===== src/rtl/pipeline_hazard_controller.sv =====
// Stall/flush sequencer for the 5-stage pipeline: load-use bubbles, taken-jump squash,
// and whole-pipe freeze while a memory-stage serial access waits on its handshake.
module pipeline_hazard_controller #(
  parameter int LOAD_DELAY     = 1,
  parameter int SERIAL_TIMEOUT = 1023,
  parameter int CNT_WIDTH      = 16
) (
  input  logic                 clock,
  input  logic                 reset,
  input  logic [4:0]           dec_rs_in,
  input  logic [4:0]           dec_rt_in,
  input  logic                 dec_uses_rt_in,
  input  logic                 dec_jump_taken_in,
  input  logic                 ex_mem_read_in,
  input  logic [4:0]           ex_write_dest_in,
  input  logic                 mem_serial_rd_in,
  input  logic                 mem_serial_wr_in,
  input  logic                 serial_valid_in,
  input  logic                 serial_ready_in,
  output logic                 stall_fetch_out,
  output logic                 stall_decode_out,
  output logic                 bubble_execute_out,
  output logic                 flush_decode_out,
  output logic                 freeze_pipe_out,
  output logic                 serial_timeout_out,
  output logic [CNT_WIDTH-1:0] stall_count_out,
  output logic [1:0]           dbg_state_out
);

  localparam int WAIT_W = (SERIAL_TIMEOUT > 1) ? $clog2(SERIAL_TIMEOUT + 1) : 1;
  localparam logic [WAIT_W-1:0] TIMEOUT_VAL = WAIT_W'(SERIAL_TIMEOUT);
  localparam logic [2:0] LD_RELOAD = 3'(LOAD_DELAY - 1);

  typedef enum logic [1:0] {
    ST_RUN         = 2'd0,
    ST_LOAD_STALL  = 2'd1,
    ST_SERIAL_WAIT = 2'd2
  } state_t;

  state_t               r_state;
  logic [2:0]           r_ld_cnt;
  logic [2:0]           r_saved_cnt;
  logic [WAIT_W-1:0]    r_wait_cnt;
  logic                 r_timeout;
  logic [CNT_WIDTH-1:0] r_stall_cnt;

  state_t               w_next_state;
  logic [2:0]           w_next_ld;
  logic [2:0]           w_next_saved;
  logic [WAIT_W-1:0]    w_next_wait;
  logic                 w_set_timeout;
  logic                 w_sreq;
  logic                 w_hz;
  logic                 w_timeout_hit;
  logic                 w_stall_f;
  logic                 w_stall_d;
  logic                 w_bubble;
  logic                 w_flush;
  logic                 w_freeze;

  // A serial access whose handshake is already met this cycle costs no wait.
  assign w_sreq = (mem_serial_rd_in & ~serial_valid_in) |
                  (mem_serial_wr_in & ~serial_ready_in);

  assign w_hz = ex_mem_read_in & (ex_write_dest_in != 5'd0) &
                ((ex_write_dest_in == dec_rs_in) |
                 (dec_uses_rt_in & (ex_write_dest_in == dec_rt_in)));

  // The wait counter reaches the limit after SERIAL_TIMEOUT frozen cycles inside SERIAL_WAIT.
  assign w_timeout_hit = (SERIAL_TIMEOUT != 0) && (r_wait_cnt == TIMEOUT_VAL);

  always_comb begin
    w_next_state  = r_state;
    w_next_ld     = r_ld_cnt;
    w_next_saved  = r_saved_cnt;
    w_next_wait   = r_wait_cnt;
    w_set_timeout = 1'b0;
    w_stall_f     = 1'b0;
    w_stall_d     = 1'b0;
    w_bubble      = 1'b0;
    w_flush       = 1'b0;
    w_freeze      = 1'b0;
    case (r_state)
      ST_RUN: begin
        if (w_sreq) begin
          w_freeze     = 1'b1;
          w_stall_f    = 1'b1;
          w_stall_d    = 1'b1;
          w_next_wait  = '0;
          w_next_saved = 3'd0;
          w_next_state = ST_SERIAL_WAIT;
        end else if (w_hz) begin
          w_stall_f = 1'b1;
          w_stall_d = 1'b1;
          w_bubble  = 1'b1;
          if (LOAD_DELAY > 1) begin
            w_next_ld    = LD_RELOAD;
            w_next_state = ST_LOAD_STALL;
          end
        end else if (dec_jump_taken_in) begin
          w_flush = 1'b1;
        end
      end
      ST_LOAD_STALL: begin
        if (w_sreq) begin
          w_freeze     = 1'b1;
          w_stall_f    = 1'b1;
          w_stall_d    = 1'b1;
          w_next_saved = r_ld_cnt;
          w_next_wait  = '0;
          w_next_state = ST_SERIAL_WAIT;
        end else begin
          w_stall_f = 1'b1;
          w_stall_d = 1'b1;
          w_bubble  = 1'b1;
          if (r_ld_cnt <= 3'd1) begin
            w_next_ld    = 3'd0;
            w_next_state = ST_RUN;
          end else begin
            w_next_ld = r_ld_cnt - 3'd1;
          end
        end
      end
      ST_SERIAL_WAIT: begin
        if (w_sreq && !w_timeout_hit) begin
          w_freeze    = 1'b1;
          w_stall_f   = 1'b1;
          w_stall_d   = 1'b1;
          w_next_wait = r_wait_cnt + 1'b1;
        end else begin
          w_set_timeout = w_sreq;
          // An interrupted load stall resumes in the release cycle itself.
          if (r_saved_cnt != 3'd0) begin
            w_stall_f    = 1'b1;
            w_stall_d    = 1'b1;
            w_bubble     = 1'b1;
            w_next_saved = 3'd0;
            if (r_saved_cnt == 3'd1) begin
              w_next_ld    = 3'd0;
              w_next_state = ST_RUN;
            end else begin
              w_next_ld    = r_saved_cnt - 3'd1;
              w_next_state = ST_LOAD_STALL;
            end
          end else begin
            w_next_state = ST_RUN;
          end
        end
      end
      default: begin
        w_next_state = ST_RUN;
      end
    endcase
  end

  always_ff @(posedge clock or negedge reset) begin
    if (!reset) begin
      r_state     <= ST_RUN;
      r_ld_cnt    <= 3'd0;
      r_saved_cnt <= 3'd0;
      r_wait_cnt  <= '0;
      r_timeout   <= 1'b0;
      r_stall_cnt <= '0;
    end else begin
      r_state     <= w_next_state;
      r_ld_cnt    <= w_next_ld;
      r_saved_cnt <= w_next_saved;
      r_wait_cnt  <= w_next_wait;
      r_timeout   <= r_timeout | w_set_timeout;
      if (w_stall_f && (r_stall_cnt != {CNT_WIDTH{1'b1}})) begin
        r_stall_cnt <= r_stall_cnt + 1'b1;
      end
    end
  end

  // Mealy controls are gated by reset so every output is quiet while reset is held.
  assign stall_fetch_out    = w_stall_f & reset;
  assign stall_decode_out   = w_stall_d & reset;
  assign bubble_execute_out = w_bubble & reset;
  assign flush_decode_out   = w_flush & reset;
  assign freeze_pipe_out    = w_freeze & reset;
  assign serial_timeout_out = (r_timeout | w_set_timeout) & reset;
  assign stall_count_out    = r_stall_cnt;
  assign dbg_state_out      = r_state;

endmodule


===== config.mk =====
export PLATFORM = sky130hd
export DESIGN_NAME = pipeline_hazard_controller
export DESIGN_NICKNAME = d
export VERILOG_FILES = /design/src/rtl/pipeline_hazard_controller.sv
export SDC_FILE = /design/constraint.sdc
export NUM_CORES = 1
export LEC_CHECK = 0
export CORE_MARGIN = 5
export CORE_UTILIZATION = 43
export DETAILED_ROUTE_END_ITERATION = 8
export PLACE_DENSITY = 0.71
export SYNTH_ARGS = -nofsm -noshare
export SYNTH_HDL_FRONTEND = slang
export SYNTH_SLANG_ARGS = --single-unit

===== constraint.sdc =====
create_clock -name clock -period 4.2 [get_ports clock]
set_input_delay 0.42 -clock clock [delete_from_list [all_inputs] [get_ports clock]]
set_output_delay 0.42 -clock clock [all_outputs]
set_load 0.005 [all_outputs]

Word level (Yosys, flattened, before mapping):

Cells that the tools add are included.

* bits in registers: 35
* input bits: 24
* output and inout port bits: 24
* logic and storage cells: 94

* $add $sub $neg: 4
* $lt $le $gt $ge: 1
* eq/ne operators: 15
* muxes and demuxes: 39
* bitwise logic cells: 15
* reduce and logical (&&, ||, !) cells: 14

Operator list (number)
* 3-bit 2-to-1 mux: 9
* 10-bit 2-to-1 mux: 2
* 10-bit one-hot mux with 2 select lines: 1
* 16-bit by 1-bit adder with 16-bit output, second input constant: 1
* 1-bit 2-to-1 mux: 16
* 16-bit inequality test, second input constant: 1
* 2-bit inequality test, second input constant: 6
* 10-bit by 1-bit adder with 10-bit output, second input constant: 1
* 1-bit AND: 10
* 10-bit equality test, second input constant: 1
* 5-bit equality test: 2
* 2-bit 2-to-1 mux: 5
* 3-bit one-hot mux with 3 select lines: 1
* 1-bit one-hot mux with 3 select lines: 2
* 2-bit one-hot mux with 3 select lines: 1
* 3-bit one-hot mux with 2 select lines: 1
* 3-bit AND reduction: 2
* 3-bit nonzero test: 2
* 3-bit by 1-bit subtractor with 3-bit output, second input constant: 2
* 5-bit AND reduction: 1
* 5-bit nonzero test: 1
* 4-bit AND reduction: 1
* 2-bit nonzero test: 2
* 3-bit by 1-bit equality test with 1-bit output, second input constant: 1
* 12 further kinds: 16

Longest topological paths before layout:

* depth in word-level cells: 8
* mapped depth: 9
* depth with buffers taken out: 8

Least setup slack after synthesis:

Ideal clock, no wire load.

* path kind: register to register
* start point: register r_stall_cnt[0], in the netlist stall_count_out[0]
* end point: register r_stall_cnt[5], in the netlist stall_count_out[5]
* arrival time: 1.950 ns
* path slack: 2.126 ns
* stages on the path, launching flop included: 9
* path buffers: 1
* clock period less this slack: 2.074 ns
* path through: dfrtp_1 -> ha_1 -> and3_1 -> and3_4 -> a32o_1 -> a211oi_4 -> buf_6 -> nand3_1 -> xnor2_1

* cells in the longest elaborated chain, start to end: 2
* elaborated cells on any way between the ends: 3

RTL lines
* start: declaration: RTL line 45 `logic [CNT_WIDTH-1:0] r_stall_cnt;`
* start signal: assignment: RTL line 171 `r_stall_cnt <= r_stall_cnt + 1'b1;`
* branches (longest 2 deep; another with 16-bit by 1-bit adder with 16-bit output)

Several ways; the timed one is not identified.
A chain may end at the register's enable or synchronous reset.

Worst setup path after layout:

* start point: input serial_valid_in
* end point: output bubble_execute_out

* cells in the longest elaborated chain, start to end: 7
* elaborated cells on any way between the ends: 9

RTL lines
* start: declaration: RTL line 18 `input logic serial_valid_in,`
* 1-bit inverter *: RTL line 62 `assign w_sreq = (mem_serial_rd_in & ~serial_valid_in) |`
* 1-bit AND *: RTL line 62
* 1-bit bitwise OR *: RTL line 62
* 1-bit logical AND: RTL line 125 `if (w_sreq && !w_timeout_hit) begin`
* 1-bit 2-to-1 mux: RTL line 125
* 1-bit one-hot mux with 3 select lines *: RTL line 83 `case (r_state)`
* 1-bit AND *: RTL line 179 `assign bubble_execute_out = w_bubble & reset;`
* end: declaration: RTL line 22 `output logic bubble_execute_out,`

Every way passes the cells marked *; elsewhere a longest branch is shown, timed or not.

==> impl_metrics.py <==
metrics = {
    "floorplanning": {
        "start_util_pct": 43.73,
        "boundaryPins": 48,
        "die_area_um2": 6217,
        "coreArea_um2": 4661,
        "die_h_um": 78.85,
        "dieWidth_um": 78.85,
        "row_count": 25,
    },
    "sta": {
        "min_period_ps": 3178,
        "slew_violations": 0,
        "rsz0062_at_grt": "false",
        "slew_headroom_pct": 52.10,
        "tns_ps": 0,
        "setup-violations-final": 0,
        "worst_pin_slew_ps": 716.1,
        "finalCritPeriodShare_pct": 75.65,
        "hold_violations": 0,
        "fmaxAchievable_mhz": 314.7,
        "finalClockSkew_ps": 7.030,
    },
    "synthesis": {
        "ys_types": 47,
        "syn_avg_cell_area_um2": 9.894,
        "synth_nets": 237,
        "synth_seq_cells": 35,
        "netlist_area_um2": 2038,
        "yosysWarnings": 0,
        "seq_area_frac_synth_pct": 42.97,
        "synthCells": 206,
    },
    "route": {
        "drc_errors": 0,
        "route.vias.total": 1660,
        "antenna_left": 0,
        "wl_per_cell_um": 14.38,
        "drt_iter0_drc": 74,
        "dr.pass1.iters": 4,
        "vias_per_cell": 5.321,
        "routed_wl_um": 4488,
    },
    "finish": {
        "n_antenna_cell": 0,
        "fill_cells": 437,
        "design_area_um2": 2646,
        "final_cells": 312,
        "multi_input_area_um2": 1114,
        "drive_gt1_share_pct": 8.527,
        "fin_util_pct": 56.78,
        "seq_area_um2": 875.8,
        "final_net_count": 288,
        "synthToLayoutAreaGrowth_pct": 29.83,
    },
    "setup_path": {
        "startpoint_type": "primary input",
        "r2r-start": "stall_count_out[0]$_DFFE_PN0P_",
        "critical_path_class": "primary input to output pin",
        "r2r-end": "stall_count_out[1]$_DFFE_PN0P_",
        "path_cells": "clkdlybuf4s50_1 -> and2b_2 -> nor2_1 -> o211ai_1 -> nand2b_1 -> a21oi_1 -> nor2b_1 -> clkdlybuf4s50_1",
        "critPathSlowestCell": "clkdlybuf4s50_1",
        "critPathBufInv": 2,
        "path_max_fanout": 11,
        "endpoint_kind": "output pin",
        "cp_top_family": "simple AND/OR/NAND/NOR gates",
        "worstPathRequired_ps": 3780,
        "r2r_slack_ps": 1700,
        "slowest_delay_ps": 510,
        "worst_path_most_repeated_cell": "clkdlybuf4s50_1",
        "crit_arrival_ps": 2760,
        "r2r_cells": 6,
    },
    "place": {
        "placedCellCount": 304,
        "portBuffers": 47,
        "placed_area_um2": 2552,
        "place.gp.congestion": 0.8481,
        "dp_hpwl_um": 3419,
    },
    "run_status": {
        "outcome": "complete, no violations",
    },
    "clock_network": {
        "cts_root_buffer": "clkbuf_8",
        "cts_sinks": 35,
        "cts_inserted_buffers": 5,
        "post_cts_buffers": 0,
        "cts_buffer_depth": 2,
        "htree_num_levels": 2,
        "cts_hold_repair.buffers": 0,
        "clk_pin_slew_ps": 80,
        "cts_tree": "yes",
        "clock_latency_ps": 290,
        "cts_resized": 0,
    },
    "power": {
        "vdd_drop_max_mv": 0.3340,
        "leakagePower_nw": 1.140,
        "total_power_mw": 0.9859,
        "powerDensity_nw_per_um2": 372.6,
    },
    "grt": {
        "grt_start_max_net_pins": 22,
        "grt_pass1_wl_um": 7886,
        "antenna_found_initial": 0,
        "overflow": 0,
        "grt_usage_pct": 15.97,
        "grt_pass1_vias": 1683,
    },
    "job": {
        "cap_viol_max_count": 0,
    },
    "hold_path": {
        "hold_path.class": "primary input to asynchronous set/reset pin",
    },
}
through the flow:
stage	hold slack, ps	setup WS (ps)
final	53.96	1023
after global routing	74.74	807.8
after CTS	59.64	1004
after detailed placement	376.9	1010
after global placement	374.4	1056
after floorplan	124.4	2126
worst max path at each step:
stage | start | to | slack (ps) | cells past startpoint
3_5_place_dp | serial_valid_in | bubble_execute_out | 1010 | 8
5_1_grt | serial_ready_in | bubble_execute_out | 810 | 8
2_1_floorplan | stall_count_out[0]$_DFFE_PN0P_ | stall_count_out[5]$_DFFE_PN0P_ | 2130 | 8
4_1_cts | serial_valid_in | bubble_execute_out | 1000 | 8
3_3_place_gp | ex_write_dest_in[3] | stall_fetch_out | 1060 | 8
6_report | serial_valid_in | bubble_execute_out | 1020 | 8
cells in the final DEF, fill, tap and decap left out, types with 2 or more instances in the layout:
master and count:
nor3_1 4, clkbuf_8 5, nand4_1 8, a21o_1 2
a21oi_1 5, dfrtp_1 35, ha_1 7, mux2_2 3
nor2_1 24, nand3_2 2, nor4_2 2, clkdlybuf4s50_1 46
inv_1 6, nand2b_1 2, nand2_1 10, xnor2_1 15
clkinv_4 2, nand3_1 13, and2_1 2, xor2_1 17
nor2b_1 3, a22o_1 4, and3_1 10, o21ai_0 5
synth_stat cells (all sizes together):
cell type,n,area [um^2]
and2,2,12.51
and3,11,73.82
a32o,1,10.01
o31ai,1,7.510
o31a,1,8.760
nor3,4,20.02
nand2,10,37.54
o211ai,1,7.510
a211oi,2,27.53
o21ai,5,25.02
nand4,8,50.05
nor2,24,90.09
nor2b,3,18.77
o21bai,1,7.510
a22o,4,35.03
buf,2,18.77
or2,1,6.260
a21o,2,15.01
a31o,1,8.760
a21oi,5,25.02
xnor2,15,131.4
a221oi,1,8.760
nor3b,1,7.510
a31oi,1,6.260
o21a,1,7.510
clkbuf,2,7.510
inv,6,22.52
o221ai,1,8.760
a32oi,1,8.760
mux2,3,33.78
nor4,3,31.28
dfrtp,35,875.8
ha,7,87.58
and4,1,8.760
nand2b,2,12.51
nand3,15,85.08
xor2,17,148.9
or4,1,7.510
o22ai,1,6.260
and2b,2,16.27
mux2i,1,10.01
state kept, by name, indices dropped and copies added (netlist names):
register	count
stall_count_out	16
r_wait_cnt	10
r_ld_cnt	3
r_saved_cnt	3
dbg_state_out	2
r_timeout	1
logic make-up (layout without fill, tap and decap cells):
group / count (synthesis) / after routing / synth area share, %
mux: 4 / 4 / 2.148
fa+ha+maj: 7 / 7 / 4.297
compound gates: 30 / 30 / 10.99
buf+inv: 10 / 62 / 2.394
flops: 35 / 35 / 42.97
simple gates: 88 / 88 / 23.45
xor+xnor: 32 / 32 / 13.75
metal layers:
metal / track usage (%) / part of all wire (%)
met5: 0 / 0
met3: 4.649 / 3.1
met2: 25.30 / 48
met1: 21.07 / 47
met4: 5.155 / 1.4
power breakdown:
group,switching (mW),internal (mW),leakage (nW)
clock network,0.131,0.118,0.0443
registers,0.0735,0.389,0.468
logic,0.112,0.162,0.628
layout make-up:
| cell class | instances | share of cell area [%] |
|---|---|---|
| repair buffers | 48 | 17.87 |
| clock inverters | 3 | 0.9456 |
| well taps | 54 | 2.553 |
| inverters | 6 | 0.8511 |
| flip-flops and latches | 35 | 33.10 |
| multi-input cells | 161 | 42.08 |
| clock buffers | 5 | 2.600 |
Power figures use the tool's default switching activity.
